## src/rtl/mul_hilo_ctrl.sv

```systemverilog
// mul_hilo_ctrl: sequencing controller for a combinational Booth multiplier,
// plus the architectural HI/LO register pair.
//  - Operands are registered onto mul_a/mul_b and held stable while the
//    multiplier settles for WAIT_CYCLES cycles.
//  - On the final settle cycle the 64-bit product {mul_hi, mul_lo} lands in
//    HI/LO, and done pulses for one cycle.
//  - MTHI/MTLO-style direct writes are accepted whenever no multiply is in
//    flight.
// Optional feature: define HILO_BYPASS_EN to forward the product onto
// hi_out/lo_out combinationally during the last settle cycle.
module mul_hilo_ctrl #(
  parameter int unsigned WAIT_CYCLES = 3
) (
  input  logic        clock,
  input  logic        clear_n,
  input  logic        start,
  input  logic [31:0] op_a,
  input  logic [31:0] op_b,
  input  logic        flush,
  input  logic        hilo_ld,
  input  logic        hilo_sel,
  input  logic [31:0] hilo_din,
  output logic [31:0] mul_a,
  output logic [31:0] mul_b,
  input  logic [31:0] mul_lo,
  input  logic [31:0] mul_hi,
  output logic [31:0] hi_out,
  output logic [31:0] lo_out,
  output logic        busy,
  output logic        done
);

  localparam logic [1:0] ST_IDLE   = 2'd0;
  localparam logic [1:0] ST_SETTLE = 2'd1;
  localparam logic [1:0] ST_DONE   = 2'd2;

  // Counter starts at WAIT_CYCLES-1 so the capture edge is T+WAIT_CYCLES.
  localparam logic [3:0] CNT_INIT = 4'(WAIT_CYCLES - 1);

  generate
    if (WAIT_CYCLES < 1 || WAIT_CYCLES > 15) begin : g_bad_wait
      $error("mul_hilo_ctrl: WAIT_CYCLES must be in 1..15");
    end
  endgenerate

  logic [1:0]  state;
  logic [3:0]  cnt;
  logic [31:0] hi_r;
  logic [31:0] lo_r;
  logic        accept;
  logic        capture;
  logic        load;

  // A new multiply may begin from IDLE or DONE; a flush on the same edge wins.
  assign accept  = (state != ST_SETTLE) && start && !flush;
  assign capture = (state == ST_SETTLE) && !flush && (cnt == 4'd0);
  assign load    = (state != ST_SETTLE) && hilo_ld;

  assign busy = (state == ST_SETTLE);
  assign done = (state == ST_DONE);

  // Sequencer: state, settle counter and the held operand registers.
  always_ff @(posedge clock or negedge clear_n) begin
    if (!clear_n) begin
      state <= ST_IDLE;
      cnt   <= 4'd0;
      mul_a <= 32'd0;
      mul_b <= 32'd0;
    end else begin
      case (state)
        ST_IDLE, ST_DONE: begin
          if (accept) begin
            mul_a <= op_a;
            mul_b <= op_b;
            cnt   <= CNT_INIT;
            state <= ST_SETTLE;
          end else begin
            state <= ST_IDLE;
          end
        end
        ST_SETTLE: begin
          if (flush)              state <= ST_IDLE;
          else if (cnt == 4'd0)   state <= ST_DONE;
          else                    cnt   <= cnt - 4'd1;
        end
        default: state <= ST_IDLE;
      endcase
    end
  end

  // HI/LO: product capture overwrites both halves; a direct write touches one.
  always_ff @(posedge clock or negedge clear_n) begin
    if (!clear_n) begin
      hi_r <= 32'd0;
      lo_r <= 32'd0;
    end else if (capture) begin
      hi_r <= mul_hi;
      lo_r <= mul_lo;
    end else if (load) begin
      if (hilo_sel) hi_r <= hilo_din;
      else          lo_r <= hilo_din;
    end
  end

`ifdef HILO_BYPASS_EN
  // Forward the settled product a cycle before it is registered.
  assign hi_out = capture ? mul_hi : hi_r;
  assign lo_out = capture ? mul_lo : lo_r;
`else
  assign hi_out = hi_r;
  assign lo_out = lo_r;
`endif

endmodule
```

## config.mk

```make
export PLATFORM = sky130hd
export DESIGN_NAME = mul_hilo_ctrl
export DESIGN_NICKNAME = d
export VERILOG_FILES = /design/src/rtl/mul_hilo_ctrl.sv
export SDC_FILE = /design/constraint.sdc
export NUM_CORES = 1
export LEC_CHECK = 0
export CORE_MARGIN = 8
export CORE_UTILIZATION = 36
export DETAILED_ROUTE_END_ITERATION = 10
export PLACE_DENSITY_LB_ADDON = 0.2
export SYNTH_ARGS = -nofsm -noshare
export SYNTH_HDL_FRONTEND = slang
export SYNTH_SLANG_ARGS = --single-unit
```

## constraint.sdc

```tcl
create_clock -name clock -period 2.3 [get_ports clock]
set_input_delay 0.46 -clock clock [delete_from_list [all_inputs] [get_ports clock]]
set_output_delay 0.46 -clock clock [all_outputs]
set_load 0.01 [all_outputs]
```

==> results.md <==
STA:
- The max-slew headroom at the worst pin is about half.
- The number of slew-limit violations in the final report was 0.
- Hold timing on the final database bottoms out at a slack of between 0.4 and 0.5 ns.
- The number of failing setup endpoints in the final timing report is 0.
- The number of endpoints with negative hold slack in the final report came to 0.
- Across all setup checks in the final design, the least slack found is ~0.22 ns.
- The worst path needs a little over 2 ns of the cycle, external delays included.
- The post-route clock skew is around 0.011 ns.
- The setup TNS after final layout is 0 ns.
- The ratio of final minimum period to clock period is roughly nine tenths.
- For the pin with the worst max-slew slack, the measured transition is ~0.73 ns.
- The maximum frequency from static timing analysis is approximately 0.48 GHz.
- Setup repair after global routing left no endpoint under its margin.

Logic synthesis:
- A synthesized cell averages 8.873 um^2.
- Summing the areas of all fa, ha and maj instances in the mapped netlist gives less than 1% of the synthesized area.
- The flip-flop and latch count after synthesis is around 130.
- The count of warnings emitted by yosys is 0.
- The netlist uses 30 different library cells.
- By area the synthesized netlist is led by dfrtp_1, nand2_1, a31oi_1.
- Measured against the total synthesized area, the mux share comes to less than 1%.
- The number of cells produced by synthesis is slightly below 700.
- The fraction of the mapped netlist area in simple logic gates is between 20% and 30%.
- After synthesis, the largest family of logic cells by area is simple AND/OR/NAND/NOR gates.
- The compound-cell area share of the yosys netlist is about an eighth.
- The biggest area consumer among synthesized cells is dfrtp_1.
- The synthesized netlist occupies a cell area of between 6000 and 7000 um^2.
- The area fraction of the dominant cell type after synthesis is 55.82%.
- The share of the Yosys chip area taken by registers is 55.82%.
- Counting every net in the synthesized netlist gives 844.
- The area share of xor/xnor cells in the synthesized design is 0%.

Floorplanning:
- The I/O pin count is between 200 and 300.
- The die span in y is between 100 and 150 um.
- For this configuration, the core starts out at a cell density of roughly 36%.
- Measured along the x axis, the die boundary spans ~150 um.
- The cell row count is 47.
- The area inside the core boundary is 16,470 um^2.
- The die covers about 21,000 um^2.

Global routing:
- Global routing consumed, over all layers together, between 20% and 30% of the routing resources.
- The via count of the first global-routing pass is 6,208.
- The initial antenna violation count is 0.
- The first global-routing pass estimated 34,610 um of wire.
- Entering global routing, the biggest net connects 66 pins.
- The global-route congestion overflow total is 0.

Power and ir drop:
- Summed over all cells, the static leakage comes to roughly 4.2 nW.
- The share of total power dissipated in sequential elements is approximately a third.
- Net switching is approximately a third of the power.
- The power density over cell area is roughly 1100 nW/um^2.
- The design draws 10.80 mW.
- For this design the total switching power over the nets is ~3.6 mW.
- VDD sags by at most about 0.57 mV.
- Internal power comes to 7.217 mW.
- The combinational fraction of design power is 41.0%.
- The clock network is responsible for about a quarter of the overall power.

Placement:
- At the placement stage, the worst setup path has a slack of ~0.18 ns.
- The total half-perimeter wirelength after legalization and detailed placement is approximately 15,000 um.
- The congestion estimate from routability-driven global placement came to 0.7632.
- Input and output buffers added on the ports amount to roughly 300.

Route:
- The first TritonRoute pass finished after 4 iterations.
- After detailed routing, the number of vias per cell comes to around 5.
- The residual antenna-violating net count after detailed routing is 0.
- The DRC violation count after routing is 0.
- The detailed router finished its first iteration with ~300 violations.
- Dividing the detail-routed wire length by the instance count gives between 15 and 20 um.
- Summing over every cut layer, the via total after detailed routing is 6,045.
- Wires add up to roughly 22,000 um.

Min path:
- The type of the tightest min-delay check is register to register.

Clock network:
- The clock net in this run drives a total of 134 sinks.
- The deepest level of the CTS H-tree is 4.
- The clock tree buffer depth is 2.
- The clock tree from TritonCTS is done.
- The clock transition at the registers of the reported paths is ~0.050 ns.
- Clock latency on the worst-skew pair, taken at its later pin, is 0.41 ns.
- The clock tree root buffer cell is clkbuf_16.
- The number of buffers added by the clock tree synthesis step is 17.

Cells and area:
- The flip-flop and latch area is around 3400 um^2.
- The share of layout cells above drive strength 1 is 6.133%.
- From synthesis to final layout, the design area changed by 61.45%.
- In the layout the commonest cells are clkdlybuf4s50_1, nand2_1, dfrtp_1.
- The repair_antennas step left the layout with diodes totalling 0.
- Summing all multi-input logic gate instances after layout gives 2290 um^2.
- The leading cell type in the layout, fill and taps excluded is clkdlybuf4s50_1.
- Counting the fill cells in the layout gives 1,454.
- The net count of the finished layout is about 1,100.
- At the end of the flow the core is filled with cells to about three fifths.

Critical path:
- The start-to-end type of the worst setup path is register to primary output.
- STA classifies the critical path startpoint as a register.
- In this run the worst path has a maximum fanout of 5.
- STA puts the critical path data required time at ~1.8 ns.
- STA classifies the critical path endpoint as a primary output.
- On the critical path, the stage with the largest delay is an instance of clkdlybuf4s50_1.
- The largest single stage delay on the critical path is approximately 0.55 ns.
- The critical path arrival is approximately 1.6 ns.
- Traced cell by cell, the critical path runs through nand2b_2, inv_2, clkdlybuf4s50_1.

Flow run:
- The reported max-cap violation count is 0.

Run status:
- The flow ran to the end, and the final reports show no timing, DRC or antenna violations.
[synth_stat cells (all sizes together)]
library cell,instances
and2,1
clkbuf,39
nor2b,2
buf,26
inv,4
nor3b,2
or4,1
a31oi,64
nand4bb,1
dfrtp,134
or3b,1
o41ai,1
nand3b,1
o32ai,1
nand2b,3
o31ai,1
nor3,65
nand2,194
or2,3
mux2i,1
ha,1
nand3,65
o21ai,66
[metrics by stage]
step	cells	cell area, um^2
after floorplan	677	6007
after global placement	1149	9128
after detailed placement	1149	9128
after CTS	1182	9698
after global routing	1182	9698
final	1182	9698
[cell families after synthesis]
logic type,after synthesis
buffers and inverters,69
multiplexers,1
AO/OA/AOI/OAI,133
flip-flops,134
adder cells (fa/ha/maj),1
AND/OR/NAND/NOR,339
[final timing paths]
path                       cells past startpoint        end  slack, ns  startpoint
setup / recovery                               3       busy       0.22    state[0]
hold / removal                                 2   mul_b[6]       0.47    mul_b[6]
setup reg to reg                               5  lo_out[4]       0.50    state[0]
hold reg to reg                                2   mul_b[6]       0.47    mul_b[6]
max in group asynchronous                      3  hi_out[6]       1.16     clear_n
min in group asynchronous                      2   mul_a[3]       0.53     clear_n
[worst max-delay path, delay by kind of cell (launching register included)]
family | cells | cell delay (ns)
simple gates | 1 | 0.10
buf+inv | 2 | 0.63
flops | 1 | 0.48
[state kept, by name, summed over array words and instances, names as in the netlist]
register	cells
mul_b	32
hi_out	32
mul_a	32
state	2
cnt	4
lo_out	32
[timing repair]
| item | 4_1_cts | 5_1_grt |
|---|---|---|
| resized for setup | 0 | 0 |
| endpoints found under the hold margin | 33 | 0 |
| setup buffers | 0 | 0 |
| hold buffers | 1 | 0 |
[power by group through the flow]
stage,registers (mW),logic (mW),clock network [mW]
2_1_floorplan,4.15,1.45,0
3_3_place_gp,3.75,4.45,0
3_5_place_dp,3.76,4.47,0
4_1_cts,3.75,4.49,2.67
5_1_grt,3.87,4.78,2.77
6_report,3.74,4.43,2.63
[final cells by class]
class                      instances  share of cell area (%)
timing repair buffer             318                   33.04
sequential                       134                   34.58
inverter                           4                  0.1548
clock buffer                      23                   4.722
clock inverter                     9                   1.058
multi-input combinational        474                   23.61
tap                              220                   2.838
[layer usage]
layer | GRT usage, % | up-vias | part of all wire (%)
met2 | 32.13 | 246 | 48
met1 | 25.48 | 2880 | 42
met3 | 5.846 | 33 | 7.5
met5 | 0 | - | 0
li1 | - | 2886 | -
met4 | 8.745 | 0 | 2.9
(Power assumes the default switching activity.)
